File: config.mk
export PLATFORM = sky130hd
export DESIGN_NAME = alu_arbiter
export DESIGN_NICKNAME = d
export VERILOG_FILES = /design/src/rtl/alu_pkg.sv /design/src/rtl/alu.sv /design/src/rtl/alu_rsp_buf.sv /design/src/rtl/alu_arbiter.sv
export SDC_FILE = /design/constraint.sdc
export NUM_CORES = 1
export LEC_CHECK = 0
export ABC_AREA = 1
export ABC_CLOCK_PERIOD_IN_PS = 13000
export CORE_ASPECT_RATIO = 1.2
export CORE_MARGIN = 1
export CORE_UTILIZATION = 45
export DETAILED_ROUTE_END_ITERATION = 8
export GPL_TIMING_DRIVEN = 0
export PLACE_DENSITY = 0.84
export SYNTH_ARGS = -nofsm -noshare
export SYNTH_HDL_FRONTEND = slang
export SYNTH_SLANG_ARGS = --single-unit
File: constraint.sdc
create_clock -name clk -period 13 [get_ports clk]
set_input_delay 3.9 -clock clk [delete_from_list [all_inputs] [get_ports clk]]
set_output_delay 3.9 -clock clk [all_outputs]
set_load 0.03 [all_outputs]
File: src/rtl/alu_pkg.sv
// ============================================================================
// Module : alu_pkg
// Brief  : Shared ALU op encodings and default datapath width.
// Rev    : 1.0  initial release
// ============================================================================
`default_nettype none

package alu_pkg;

    localparam int DEFAULT_WIDTH = 32;

    localparam logic [1:0] ALU_ADD = 2'b00;
    localparam logic [1:0] ALU_SUB = 2'b01;
    localparam logic [1:0] ALU_AND = 2'b10;
    localparam logic [1:0] ALU_OR  = 2'b11;

endpackage : alu_pkg

`default_nettype wire

File: src/rtl/alu.sv
// ============================================================================
// Module : alu
// Brief  : Combinational add/sub/and/or unit with zero flag.
// Rev    : 1.0  initial release
// ============================================================================
`default_nettype none

module alu
    import alu_pkg::*;
#(
    parameter int WIDTH = DEFAULT_WIDTH
) (
    input  logic [WIDTH-1:0] a,
    input  logic [WIDTH-1:0] b,
    input  logic [1:0]       sel,
    output logic [WIDTH-1:0] out,
    output logic             zeroFlag
);

    always_comb begin
        out = '0;
        case (sel)
            ALU_ADD: out = a + b;
            ALU_SUB: out = a - b;
            ALU_AND: out = a & b;
            ALU_OR:  out = a | b;
        endcase
    end

    assign zeroFlag = (out == '0);

endmodule : alu

`default_nettype wire

File: src/rtl/alu_rsp_buf.sv
// ============================================================================
// Module : alu_rsp_buf
// Brief  : One-entry valid/ready response register with load and drain.
// Rev    : 1.0  initial release
// ============================================================================
`default_nettype none

module alu_rsp_buf
    import alu_pkg::*;
#(
    parameter int WIDTH = DEFAULT_WIDTH
) (
    input  logic             clk,
    input  logic             rst,
    input  logic             i_load,
    input  logic [WIDTH-1:0] i_out,
    input  logic             i_zero,
    input  logic             i_ready,
    output logic             o_valid,
    output logic [WIDTH-1:0] o_out,
    output logic             o_zero,
    output logic             o_elig
);

    logic             r_valid;
    logic [WIDTH-1:0] r_out;
    logic             r_zero;

    // A load wins over a drain so that a consumed entry can be refilled in
    // the same cycle; the data fields are only written on a load.
    always_ff @(posedge clk) begin
        if (rst) begin
            r_valid <= 1'b0;
            r_out   <= '0;
            r_zero  <= 1'b0;
        end else if (i_load) begin
            r_valid <= 1'b1;
            r_out   <= i_out;
            r_zero  <= i_zero;
        end else if (r_valid && i_ready) begin
            r_valid <= 1'b0;
        end
    end

    assign o_valid = r_valid;
    assign o_out   = r_out;
    assign o_zero  = r_zero;
    assign o_elig  = !r_valid || i_ready;

endmodule : alu_rsp_buf

`default_nettype wire

File: src/rtl/alu_arbiter.sv
// ============================================================================
// Module : alu_arbiter
// Brief  : Round-robin share of one ALU between two requesters with
//          registered, backpressured per-requester responses.
//          Optional statistics counters: define ALU_ARB_STATS_EN.
// Rev    : 1.0  initial release
// ============================================================================
`default_nettype none

module alu_arbiter
    import alu_pkg::*;
#(
    parameter int WIDTH = DEFAULT_WIDTH
) (
    input  logic             clk,
    input  logic             rst,
    input  logic             req0_valid,
    output logic             req0_ready,
    input  logic [WIDTH-1:0] req0_a,
    input  logic [WIDTH-1:0] req0_b,
    input  logic [1:0]       req0_sel,
    output logic             rsp0_valid,
    input  logic             rsp0_ready,
    output logic [WIDTH-1:0] rsp0_out,
    output logic             rsp0_zero,
    input  logic             req1_valid,
    output logic             req1_ready,
    input  logic [WIDTH-1:0] req1_a,
    input  logic [WIDTH-1:0] req1_b,
    input  logic [1:0]       req1_sel,
    output logic             rsp1_valid,
    input  logic             rsp1_ready,
    output logic [WIDTH-1:0] rsp1_out,
    output logic             rsp1_zero
`ifdef ALU_ARB_STATS_EN
    ,
    output logic [31:0]      grant_cnt0,
    output logic [31:0]      grant_cnt1,
    output logic [31:0]      conflict_cnt
`endif
);

    logic             r_rr_last;
    logic             w_elig0;
    logic             w_elig1;
    logic             w_cand0;
    logic             w_cand1;
    logic             w_grant0;
    logic             w_grant1;
    logic [WIDTH-1:0] w_alu_a;
    logic [WIDTH-1:0] w_alu_b;
    logic [1:0]       w_alu_sel;
    logic [WIDTH-1:0] w_alu_out;
    logic             w_alu_zero;

    assign w_cand0 = req0_valid && w_elig0;
    assign w_cand1 = req1_valid && w_elig1;

    // On contention the requester that did not win last time goes first.
    assign w_grant0 = w_cand0 && (!w_cand1 || r_rr_last);
    assign w_grant1 = w_cand1 && (!w_cand0 || !r_rr_last);

    assign req0_ready = w_grant0;
    assign req1_ready = w_grant1;

    // Idle cycles route requester 0 through the ALU; the result is dropped.
    assign w_alu_a   = w_grant1 ? req1_a   : req0_a;
    assign w_alu_b   = w_grant1 ? req1_b   : req0_b;
    assign w_alu_sel = w_grant1 ? req1_sel : req0_sel;

    always_ff @(posedge clk) begin
        if (rst) begin
            r_rr_last <= 1'b1;
        end else if (w_grant0) begin
            r_rr_last <= 1'b0;
        end else if (w_grant1) begin
            r_rr_last <= 1'b1;
        end
    end

    alu #(
        .WIDTH    (WIDTH)
    ) u_alu (
        .a        (w_alu_a),
        .b        (w_alu_b),
        .sel      (w_alu_sel),
        .out      (w_alu_out),
        .zeroFlag (w_alu_zero)
    );

    alu_rsp_buf #(
        .WIDTH   (WIDTH)
    ) u_rsp_buf0 (
        .clk     (clk),
        .rst     (rst),
        .i_load  (w_grant0),
        .i_out   (w_alu_out),
        .i_zero  (w_alu_zero),
        .i_ready (rsp0_ready),
        .o_valid (rsp0_valid),
        .o_out   (rsp0_out),
        .o_zero  (rsp0_zero),
        .o_elig  (w_elig0)
    );

    alu_rsp_buf #(
        .WIDTH   (WIDTH)
    ) u_rsp_buf1 (
        .clk     (clk),
        .rst     (rst),
        .i_load  (w_grant1),
        .i_out   (w_alu_out),
        .i_zero  (w_alu_zero),
        .i_ready (rsp1_ready),
        .o_valid (rsp1_valid),
        .o_out   (rsp1_out),
        .o_zero  (rsp1_zero),
        .o_elig  (w_elig1)
    );

`ifdef ALU_ARB_STATS_EN
    logic [31:0] r_grant_cnt0;
    logic [31:0] r_grant_cnt1;
    logic [31:0] r_conflict_cnt;

    always_ff @(posedge clk) begin
        if (rst) begin
            r_grant_cnt0   <= '0;
            r_grant_cnt1   <= '0;
            r_conflict_cnt <= '0;
        end else begin
            if (w_grant0) begin
                r_grant_cnt0 <= r_grant_cnt0 + 32'd1;
            end
            if (w_grant1) begin
                r_grant_cnt1 <= r_grant_cnt1 + 32'd1;
            end
            if (w_cand0 && w_cand1) begin
                r_conflict_cnt <= r_conflict_cnt + 32'd1;
            end
        end
    end

    assign grant_cnt0   = r_grant_cnt0;
    assign grant_cnt1   = r_grant_cnt1;
    assign conflict_cnt = r_conflict_cnt;
`endif

endmodule : alu_arbiter

`default_nettype wire

==> flow_summary.yaml, run 1 <==
outcome:
  outcome: "complete, no violations"
clocking:
  cts_resized: 0
  cts.path.max_buffers: 2
  cts_inserted_buffers: 9
  htree_num_levels: 3
  tritoncts: "yes"
  clkLatencyLatePin_ns: 0.33
  cts-hold-fix-buffers: 0
  path_clk_slew_ns: 0.05
  clock-sinks: 69
  buffer_type_at_the_clock_tree_root: "clkbuf_16"
  cts_setup_buffers: 0
sta:
  setup-violations-final: 0
  slew_violations: 0
  finalHoldWorstSlack_ns: 0.502
  rsz0062_at_grt: "false"
  setup-tns-final_ns: 0
  fmaxAchievable_ghz: 0.0914
  tightest_slew_ns: 0.950
  fin_ws_ns: 2.06
  timing.final.crit_share: 0.842
  final_worst_clock_skew_ns: 0.00938
  min_period_ns: 10.94
  timing_hold_violations_final: 0
  worst_max_slew_margin_expressed_relative_to_the_limit: 0.364
finish:
  final_cell_mix: "nand2_1 (386), inv_1 (225), clkdlybuf4s50_1 (207)"
  fillers: 1664
  area.growth.synth_to_final_pct: 34.2
  finish.instance_area_um2: 10300
  layout-drive-gt1-share: 0.0561
  finalNonFillerCells: 1803
  layout_commonest_cell: "nand2_1"
  layout.core_utilization: 0.615
  diodes: 0
  final_nets: 1757
route:
  wl_per_cell_um: 15.5
  firstDrtPassIters: 7
  drt-vias-per-instance: 5.25
  wl_um: 27900
  dr.first_iter.drc_count: 681
  remaining_drc_errors: 0
  antenna_left: 0
  dr_total_vias: 9474
synth:
  mappedNetlistNets: 1539
  synth_largest_type_area_fraction: 0.188
  yosys_reg_bits: 69
  largest_area_contributor_in_the_synthesized_netlist: "nand2_1"
  async_reset_ff_frac: 0
  post_synth_inst_count: 1366
  ys.flop_type: "dfxtp_1"
  leading_post_synthesis_cells_by_cell_area: "nand2_1 (19%), dfxtp_1 (18%), inv_1 (11%)"
  synth_edf_count: 0
  synthesis.yosys.warnings: 0
  mappedNetlistArea_um2: 7690
  syn_area_per_cell_um2: 5.63
  synth_cell_types: 45
  post_synthesis_sequential_area_ratio: 0.180
pwr:
  total_power_mw: 1.22
  total_leakage_power_nw: 5.32
  worst_supply_voltage_drop_on_vdd_mv: 0.0761
  power_density_nw_per_um2: 118
grt:
  globalRouteMet2Util: 0.530
  groute.layer.met1.usage: 0.410
  globalRouteOverflowTotal: 0
  initial_antenna_violation_count: 0
  grtUsageMet3: 0.0189
  grt_busiest_layer: "met2"
  pin_count_of_the_biggest_net_entering_global_routing: 12
  gr-usage-all-layers: 0.315
  first_global_vias: 8722
  grt_pass1_wl_um: 43800
floorplanning:
  die_width_um: 121
  die_h_um: 145
  initial_core_util: 0.458
  placement_rows: 52
  design.portCount: 208
  core_area_um2: 16800
  dieArea_um2: 17600
setup_path:
  critical_path.startpoint_type: "primary input"
  worst_path_max_delay_cell: "clkdlybuf4s50_1"
  timing_worst_setup_path_type: "primary input to output pin"
  crit_path_end_kind: "output pin"
  critPathBufInv: 7
  startpoint: "rsp1_ready"
  critical-path-max-stage-delay_ns: 0.77
  critPathRequiredTime_ns: 9.10
  critPathTopFamily: "buffers and inverters"
  timing.critical_path.cells: "clkdlybuf4s50_1 -> inv_2 -> a21boi_4 -> nand2_4 -> inv_1 -> buf_2 -> clkbuf_1 -> clkbuf_1 -> clkdlybuf4s50_1"
  cp_max_fo: 10
  rr_startpoint: "u_rsp_buf0.o_valid$_SDFFE_PP0P_"
  crit_arrival_ns: 7.04
placed_design:
  port-buffer-count: 207
  globalplace.congestion: 0.993
  detailed_place_hpwl_um: 23400
  placed_area_um2: 10000
  place_ws_ns: 2.14
  dpl.cell_count: 1789
min_path:
  hp_start: "u_rsp_buf1.o_out[11]$_SDFFE_PP0N_"
  classification_of_the_worst_slack_hold_path: "register to register"
run:
  max_cap_viol_count: 0
-- worst paths after layout --
path                                             to  slack (ns)  cells past startpoint
setup reg to reg     u_rsp_buf1.o_zero$_SDFFE_PP0N_        7.67                     29
setup / recovery                         req1_ready        2.06                      9
hold reg to reg   u_rsp_buf1.o_out[11]$_SDFFE_PP0N_        0.50                      2
hold / removal    u_rsp_buf1.o_out[11]$_SDFFE_PP0N_        0.50                      2
-- where the power goes --
part           internal (mW)  total, mW  switching [mW]  leakage [nW]
clock                  0.151      0.238          0.0873         0.136
combinational          0.260      0.728           0.468          4.61
sequential             0.238      0.253          0.0153         0.572
-- worst reg2reg max path: cells and delay by family, from the launching register on --
family	cells	cell delay, ns
AND/OR/NAND/NOR	20	3.27
XOR/XNOR	1	0.18
adder cells (fa/ha/maj)	2	0.60
flip-flops	1	0.32
buffers and inverters	3	0.45
AO/OA/AOI/OAI	3	0.42
-- sequential cells by signal (all words and copies together), names as in the netlist --
register and flops:
u_rsp_buf1.o_valid 1, u_rsp_buf0.o_out 32, r_rr_last 1, u_rsp_buf0.o_zero 1, u_rsp_buf1.o_zero 1, u_rsp_buf0.o_valid 1, u_rsp_buf1.o_out 32
-- metal layers --
metal,vias up,routed length (um),part of all wire
met5,-,0,0
met4,0,1020,0.036
met3,57,1730,0.062
met2,451,13200,0.47
met1,4191,12000,0.43
li1,4775,-,-
-- logic make-up (layout without fill, tap and decap cells) --
logic type / after synthesis / in the layout / share of synthesized area
compound gates: 247 / 247 / 0.181
xor+xnor: 33 / 33 / 0.0376
fa+ha+maj: 35 / 35 / 0.0579
buf+inv: 279 / 500 / 0.150
flops: 69 / 69 / 0.180
simple gates: 703 / 703 / 0.393
-- synthesized netlist by cell type, types with 2 or more instances --
| master | instances |
|---|---|
| o21ai_1 | 21 |
| a21oi_1 | 82 |
| o21bai_1 | 6 |
| nand2_2 | 12 |
| ha_1 | 34 |
| nand3_1 | 79 |
| buf_2 | 10 |
| o21ai_2 | 8 |
| nor3_1 | 14 |
| o21ai_0 | 88 |
| buf_4 | 4 |
| inv_2 | 3 |
| nor2_2 | 3 |
| xnor2_1 | 2 |
| inv_1 | 225 |
| dfxtp_1 | 69 |
| nor4_1 | 2 |
| nand3b_1 | 19 |
| a21o_1 | 2 |
| nand2_1 | 386 |
| nand4_1 | 16 |
| o211ai_1 | 24 |
| nand4_2 | 2 |
| nor2_1 | 147 |
| a21oi_2 | 2 |
| a31oi_1 | 9 |
| buf_6 | 11 |
| or2_2 | 10 |
| and2_1 | 5 |
| xor2_1 | 31 |
| clkbuf_1 | 24 |
| nand3_2 | 3 |
-- final cells by class --
type	instances	area (um^2)	share of cell area
clock inverters	4	50.0	0.00485
multi-input cells	1018	5150	0.499
flip-flops and latches	69	1380	0.134
clock buffers	10	239	0.0231
inverters	229	860	0.0833
repair buffers	207	2070	0.201
plain buffers	50	298	0.0288
well taps	216	270	0.0262
No activity file was read; power rests on OpenSTA's default activity.
==> run 2: changes to the inputs <==
Settings changed: ABC_CLOCK_PERIOD_IN_PS 13000 to 9800, PLACE_DENSITY 0.84 to 0.87.
Clock period 13 ns to 9.8 ns, I/O delays scaled along.
==> run 2 against run 1 <==
  * Register-to-register slack got worse by 3.2 ns
  * Combinational power increased by 33%
  * Non-clock buffer count unchanged
  * Setup slack got worse by 1.4 ns
  * Global-route usage increased by 1.1 points
  * Sequential share of layout area decreased by 0.082 points
  * Clock-buffer cell count increased by 1
  * Hold slack got worse by 0.0034 ns
  * Largest power group unchanged
  * Largest cell class unchanged
  * Utilization increased by 0.38 points
  * Power increased by 38%
==> flow_summary.yaml, run 2 (same netlist as run 1, synthesis figures left out) <==
clocking:
  cts_resized: 0
  cts-hold-fix-buffers: 0
  cts.path.max_buffers: 2
  clock-sinks: 69
  clkLatencyLatePin_ns: 0.33
  cts_setup_buffers: 0
  cts_inserted_buffers: 9
  tritoncts: "yes"
  buffer_type_at_the_clock_tree_root: "clkbuf_16"
  htree_num_levels: 3
  path_clk_slew_ns: 0.06
floorplanning:
  initial_core_util: 0.458
  placement_rows: 52
  die_width_um: 121
  core_area_um2: 16800
  design.portCount: 208
  die_h_um: 145
  dieArea_um2: 17600
sta:
  setup-tns-final_ns: 0
  worst_max_slew_margin_expressed_relative_to_the_limit: 0.348
  slew_violations: 0
  rsz0062_at_grt: "false"
  fmaxAchievable_ghz: 0.110
  tightest_slew_ns: 0.974
  timing.final.crit_share: 0.931
  min_period_ns: 9.12
  setup-violations-final: 0
  final_worst_clock_skew_ns: 0.00733
  timing_hold_violations_final: 0
finish:
  layout_commonest_cell: "nand2_1"
  fillers: 1633
  area.growth.synth_to_final_pct: 35.0
  final_nets: 1757
  final_cell_mix: "nand2_1 (386), inv_1 (225), clkdlybuf4s50_1 (207)"
  layout-drive-gt1-share: 0.0566
setup_path:
  crit_arrival_ns: 6.18
  timing.critical_path.cells: "clkdlybuf4s50_1 -> inv_2 -> a21boi_4 -> nand2_4 -> inv_1 -> buf_2 -> clkbuf_1 -> clkbuf_1 -> clkdlybuf4s50_1"
  critical_path.startpoint_type: "primary input"
  worst_path_max_delay_cell: "clkdlybuf4s50_1"
  crit_path_end_kind: "output pin"
  cp_max_fo: 10
  critPathRequiredTime_ns: 6.86
  timing_worst_setup_path_type: "primary input to output pin"
  critical-path-max-stage-delay_ns: 0.76
run:
  max_cap_viol_count: 0
placed_design:
  globalplace.congestion: 0.992
  detailed_place_hpwl_um: 23900
  port-buffer-count: 207
min_path:
  classification_of_the_worst_slack_hold_path: "register to register"
route:
  wl_per_cell_um: 15.8
  firstDrtPassIters: 5
  dr_total_vias: 9587
  dr.first_iter.drc_count: 894
  drt-vias-per-instance: 5.31
  remaining_drc_errors: 0
  wl_um: 28600
  antenna_left: 0
grt:
  gr-usage-all-layers: 0.326
  grt_pass1_wl_um: 45100
  first_global_vias: 8944
  globalRouteOverflowTotal: 0
  pin_count_of_the_biggest_net_entering_global_routing: 13
  initial_antenna_violation_count: 0
pwr:
  total_leakage_power_nw: 5.35
  worst_supply_voltage_drop_on_vdd_mv: 0.0938
  total_power_mw: 1.69
  power_density_nw_per_um2: 162
outcome:
  outcome: "complete, no violations"
[run 2: changes by cell type in the layout (fill, tap and decap cells not counted), sizes merged]
| cell | before | now |
|---|---|---|
| diode | 0 | 1 |
| bufinv | 1 | 3 |
| clkinv | 2 | 3 |
| clkbuf | 34 | 35 |
| clkinvlp | 2 | 0 |
[run 2: area by class of cell]
| type | count | area, um^2 | share of cell area |
|---|---|---|---|
| clock inverters | 5 | 108 | 0.0104 |
| multi-input cells | 1018 | 5150 | 0.496 |
| diodes | 1 | 2.50 | 0.000241 |
| well taps | 216 | 270 | 0.0260 |
| repair buffers | 207 | 2070 | 0.199 |
| plain buffers | 50 | 298 | 0.0287 |
| inverters | 229 | 860 | 0.0828 |
| clock buffers | 11 | 243 | 0.0234 |
| flip-flops and latches | 69 | 1380 | 0.133 |
[run 2: critical path: cells and delay by family]
kind                   cells  cell delay [ns]
AND/OR/NAND/NOR            1             0.13
AO/OA/AOI/OAI              1             0.31
buffers and inverters      7             2.78
[run 2: final timing paths]
check	start	depth (start not counted)	slack [ns]	end
worst min-delay path	u_rsp_buf0.o_out[14]$_SDFFE_PP0P_	2	0.50	u_rsp_buf0.o_out[14]$_SDFFE_PP0P_
worst max-delay path	rsp1_ready	9	0.68	req1_ready
worst min register to register	u_rsp_buf0.o_out[14]$_SDFFE_PP0P_	2	0.50	u_rsp_buf0.o_out[14]$_SDFFE_PP0P_
worst max register to register	u_rsp_buf1.o_valid$_SDFFE_PP0P_	27	4.49	u_rsp_buf1.o_zero$_SDFFE_PP0N_
[run 2: per-layer routing]
| metal | wire, um | vias to the layer above | global-route usage |
|---|---|---|---|
| met5 | 0 | - | 0 |
| met4 | 930 | 0 | 0.135 |
| li1 | - | 4767 | - |
| met3 | 1960 | 61 | 0.0334 |
| met1 | 11900 | 4307 | 0.407 |
| met2 | 13800 | 452 | 0.563 |
[run 2: report_power, final]
| part | switching (mW) | internal (mW) | total (mW) |
|---|---|---|---|
| combinational | 0.625 | 0.345 | 0.970 |
| sequential | 0.0205 | 0.315 | 0.336 |
| clock | 0.123 | 0.256 | 0.380 |
[run 2: metrics by stage]
step / std cells / setup WS, ns / util / instance area, um^2 / hold slack (ns)
final: 1806 / 0.678 / 0.619 / 10400 / 0.499
after floorplan: 1366 / 2.59 / - / 7690 / 0.501
after global placement: 1789 / 0.813 / 0.598 / 10000 / 0.485
after detailed placement: 1789 / 0.799 / 0.598 / 10000 / 0.488
after global routing: 1805 / 0.597 / 0.619 / 10400 / 0.528
after CTS: 1805 / 0.785 / 0.619 / 10400 / 0.505
==> run 3: changes to the inputs <==
Settings changed: GPL_ROUTABILITY_DRIVEN set to 0, HOLD_SLACK_MARGIN set to 0.06.
==> run 3 against run 2 <==
  * Final area rose by 0.19%
  * Fmax rose by 2.3%
  * Combinational power barely moved
  * Flip-flop and latch count did not move
  * Critical endpoint unchanged
  * Largest cell class unchanged
==> flow_summary.yaml, run 3 (same netlist as run 1, synthesis figures left out) <==
route:
  dr.first_iter.drc_count: 1058
  drt-vias-per-instance: 5.41
  wl_um: 27200
  remaining_drc_errors: 0
  wl_per_cell_um: 15.1
  antenna_left: 0
  firstDrtPassIters: 5
  dr_total_vias: 9765
finish:
  fillers: 1607
  finalNonFillerCells: 1805
  multi_input_area_um2: 5150
  layout-drive-gt1-share: 0.0573
  final_nets: 1757
  finish.instance_area_um2: 10400
  layout.core_utilization: 0.620
  layout_commonest_cell: "nand2_1"
  final_cell_mix: "nand2_1 (386), inv_1 (225), clkdlybuf4s50_1 (207)"
  final-seq-area_um2: 1380
  diodes: 0
  area.growth.synth_to_final_pct: 35.3
placed_design:
  dpl.cell_count: 1789
  port-buffer-count: 207
  placed_area_um2: 10000
  place_ws_ns: 0.894
  detailed_place_hpwl_um: 22600
clocking:
  htree_num_levels: 3
  buffer_type_at_the_clock_tree_root: "clkbuf_16"
  clock-sinks: 69
  cts.path.max_buffers: 2
  clkLatencyLatePin_ns: 0.33
  path_clk_slew_ns: 0.06
  cts_resized: 0
  cts-hold-fix-buffers: 0
  cts_setup_buffers: 0
  tritoncts: "yes"
  cts_inserted_buffers: 9
sta:
  fin_ws_ns: 0.886
  finalHoldWorstSlack_ns: 0.512
  fmaxAchievable_ghz: 0.112
  setup-tns-final_ns: 0
  tightest_slew_ns: 0.816
  slew_violations: 0
  timing.final.crit_share: 0.910
  worst_max_slew_margin_expressed_relative_to_the_limit: 0.454
  rsz0062_at_grt: "false"
  timing_hold_violations_final: 0
  final_worst_clock_skew_ns: 0.00647
  setup-violations-final: 0
  min_period_ns: 8.91
setup_path:
  critical-path-max-stage-delay_ns: 0.76
  rr_worst_depth: 27
  crit_path_end_kind: "output pin"
  critPathRequiredTime_ns: 6.86
  reg2reg_setup_slack_ns: 4.67
  timing_worst_setup_path_type: "primary input to output pin"
  worst_path_max_delay_cell: "clkdlybuf4s50_1"
  cp_max_fo: 10
  crit_arrival_ns: 5.97
  timing.critical_path.cells: "clkdlybuf4s50_1 -> inv_2 -> a21boi_4 -> nand2_4 -> inv_1 -> buf_2 -> clkbuf_1 -> clkbuf_1 -> clkdlybuf4s50_1"
  rr_startpoint: "u_rsp_buf1.o_valid$_SDFFE_PP0P_"
  critical_path.startpoint_type: "primary input"
  worst_r2r_endpoint: "u_rsp_buf0.o_zero$_SDFFE_PP0P_"
pwr:
  worst_supply_voltage_drop_on_vdd_mv: 0.0923
  power_density_nw_per_um2: 164
  total_leakage_power_nw: 5.36
  total_power_mw: 1.71
grt:
  initial_antenna_violation_count: 0
  pin_count_of_the_biggest_net_entering_global_routing: 13
  gr-usage-all-layers: 0.308
  first_global_vias: 9114
  globalRouteOverflowTotal: 0
  grt_pass1_wl_um: 43200
outcome:
  outcome: "complete, no violations"
floorplanning:
  die_h_um: 145
  die_width_um: 121
  design.portCount: 208
  dieArea_um2: 17600
  core_area_um2: 16800
  initial_core_util: 0.458
  placement_rows: 52
min_path:
  hp_start: "u_rsp_buf0.o_out[13]$_SDFFE_PP0P_"
  worstHoldPathCells: 2
  whs_endpoint: "u_rsp_buf0.o_out[13]$_SDFFE_PP0P_"
  classification_of_the_worst_slack_hold_path: "register to register"
run:
  max_cap_viol_count: 0
run 3: final cells by class:
cell class              instances  share of cell area
multi-input cells            1018               0.495
repair buffers                207               0.199
flip-flops and latches         69               0.133
inverters                     229              0.0826
plain buffers                  50              0.0286
well taps                     216              0.0260
clock buffers                  10              0.0230
clock inverters                 6              0.0129
run 3: metal layers:
metal  GRT usage  vias to the layer above  wire [um]
met5           0                        -          0
met4       0.149                        0       1050
met3      0.0511                       87       2180
met2       0.518                      537      13000
met1       0.375                     4364      11000
li1            -                     4777          -
run 3: worst max path at each step:
stage                     cells past startpoint  slack [ns]       start    endpoint
after floorplan                               7        2.59  rsp1_ready  req1_ready
after global placement                        9        0.86  rsp1_ready  req1_ready
after detailed placement                      9        0.89  rsp1_ready  req1_ready
after CTS                                     9        0.89  rsp1_ready  req1_ready
after global routing                          9        0.75  rsp1_ready  req1_ready
final                                         9        0.89  rsp1_ready  req1_ready
run 3: critical path, delay by kind of cell:
family	cells	cell delay (ns)
buf+inv	7	2.59
compound gates	1	0.30
simple gates	1	0.12
run 3: where the power goes:
part	switching [mW]	leakage, nW	internal (mW)
logic	0.621	4.61	0.346
clock network	0.122	0.183	0.281
registers	0.0207	0.572	0.315
total	0.764	5.36	0.942
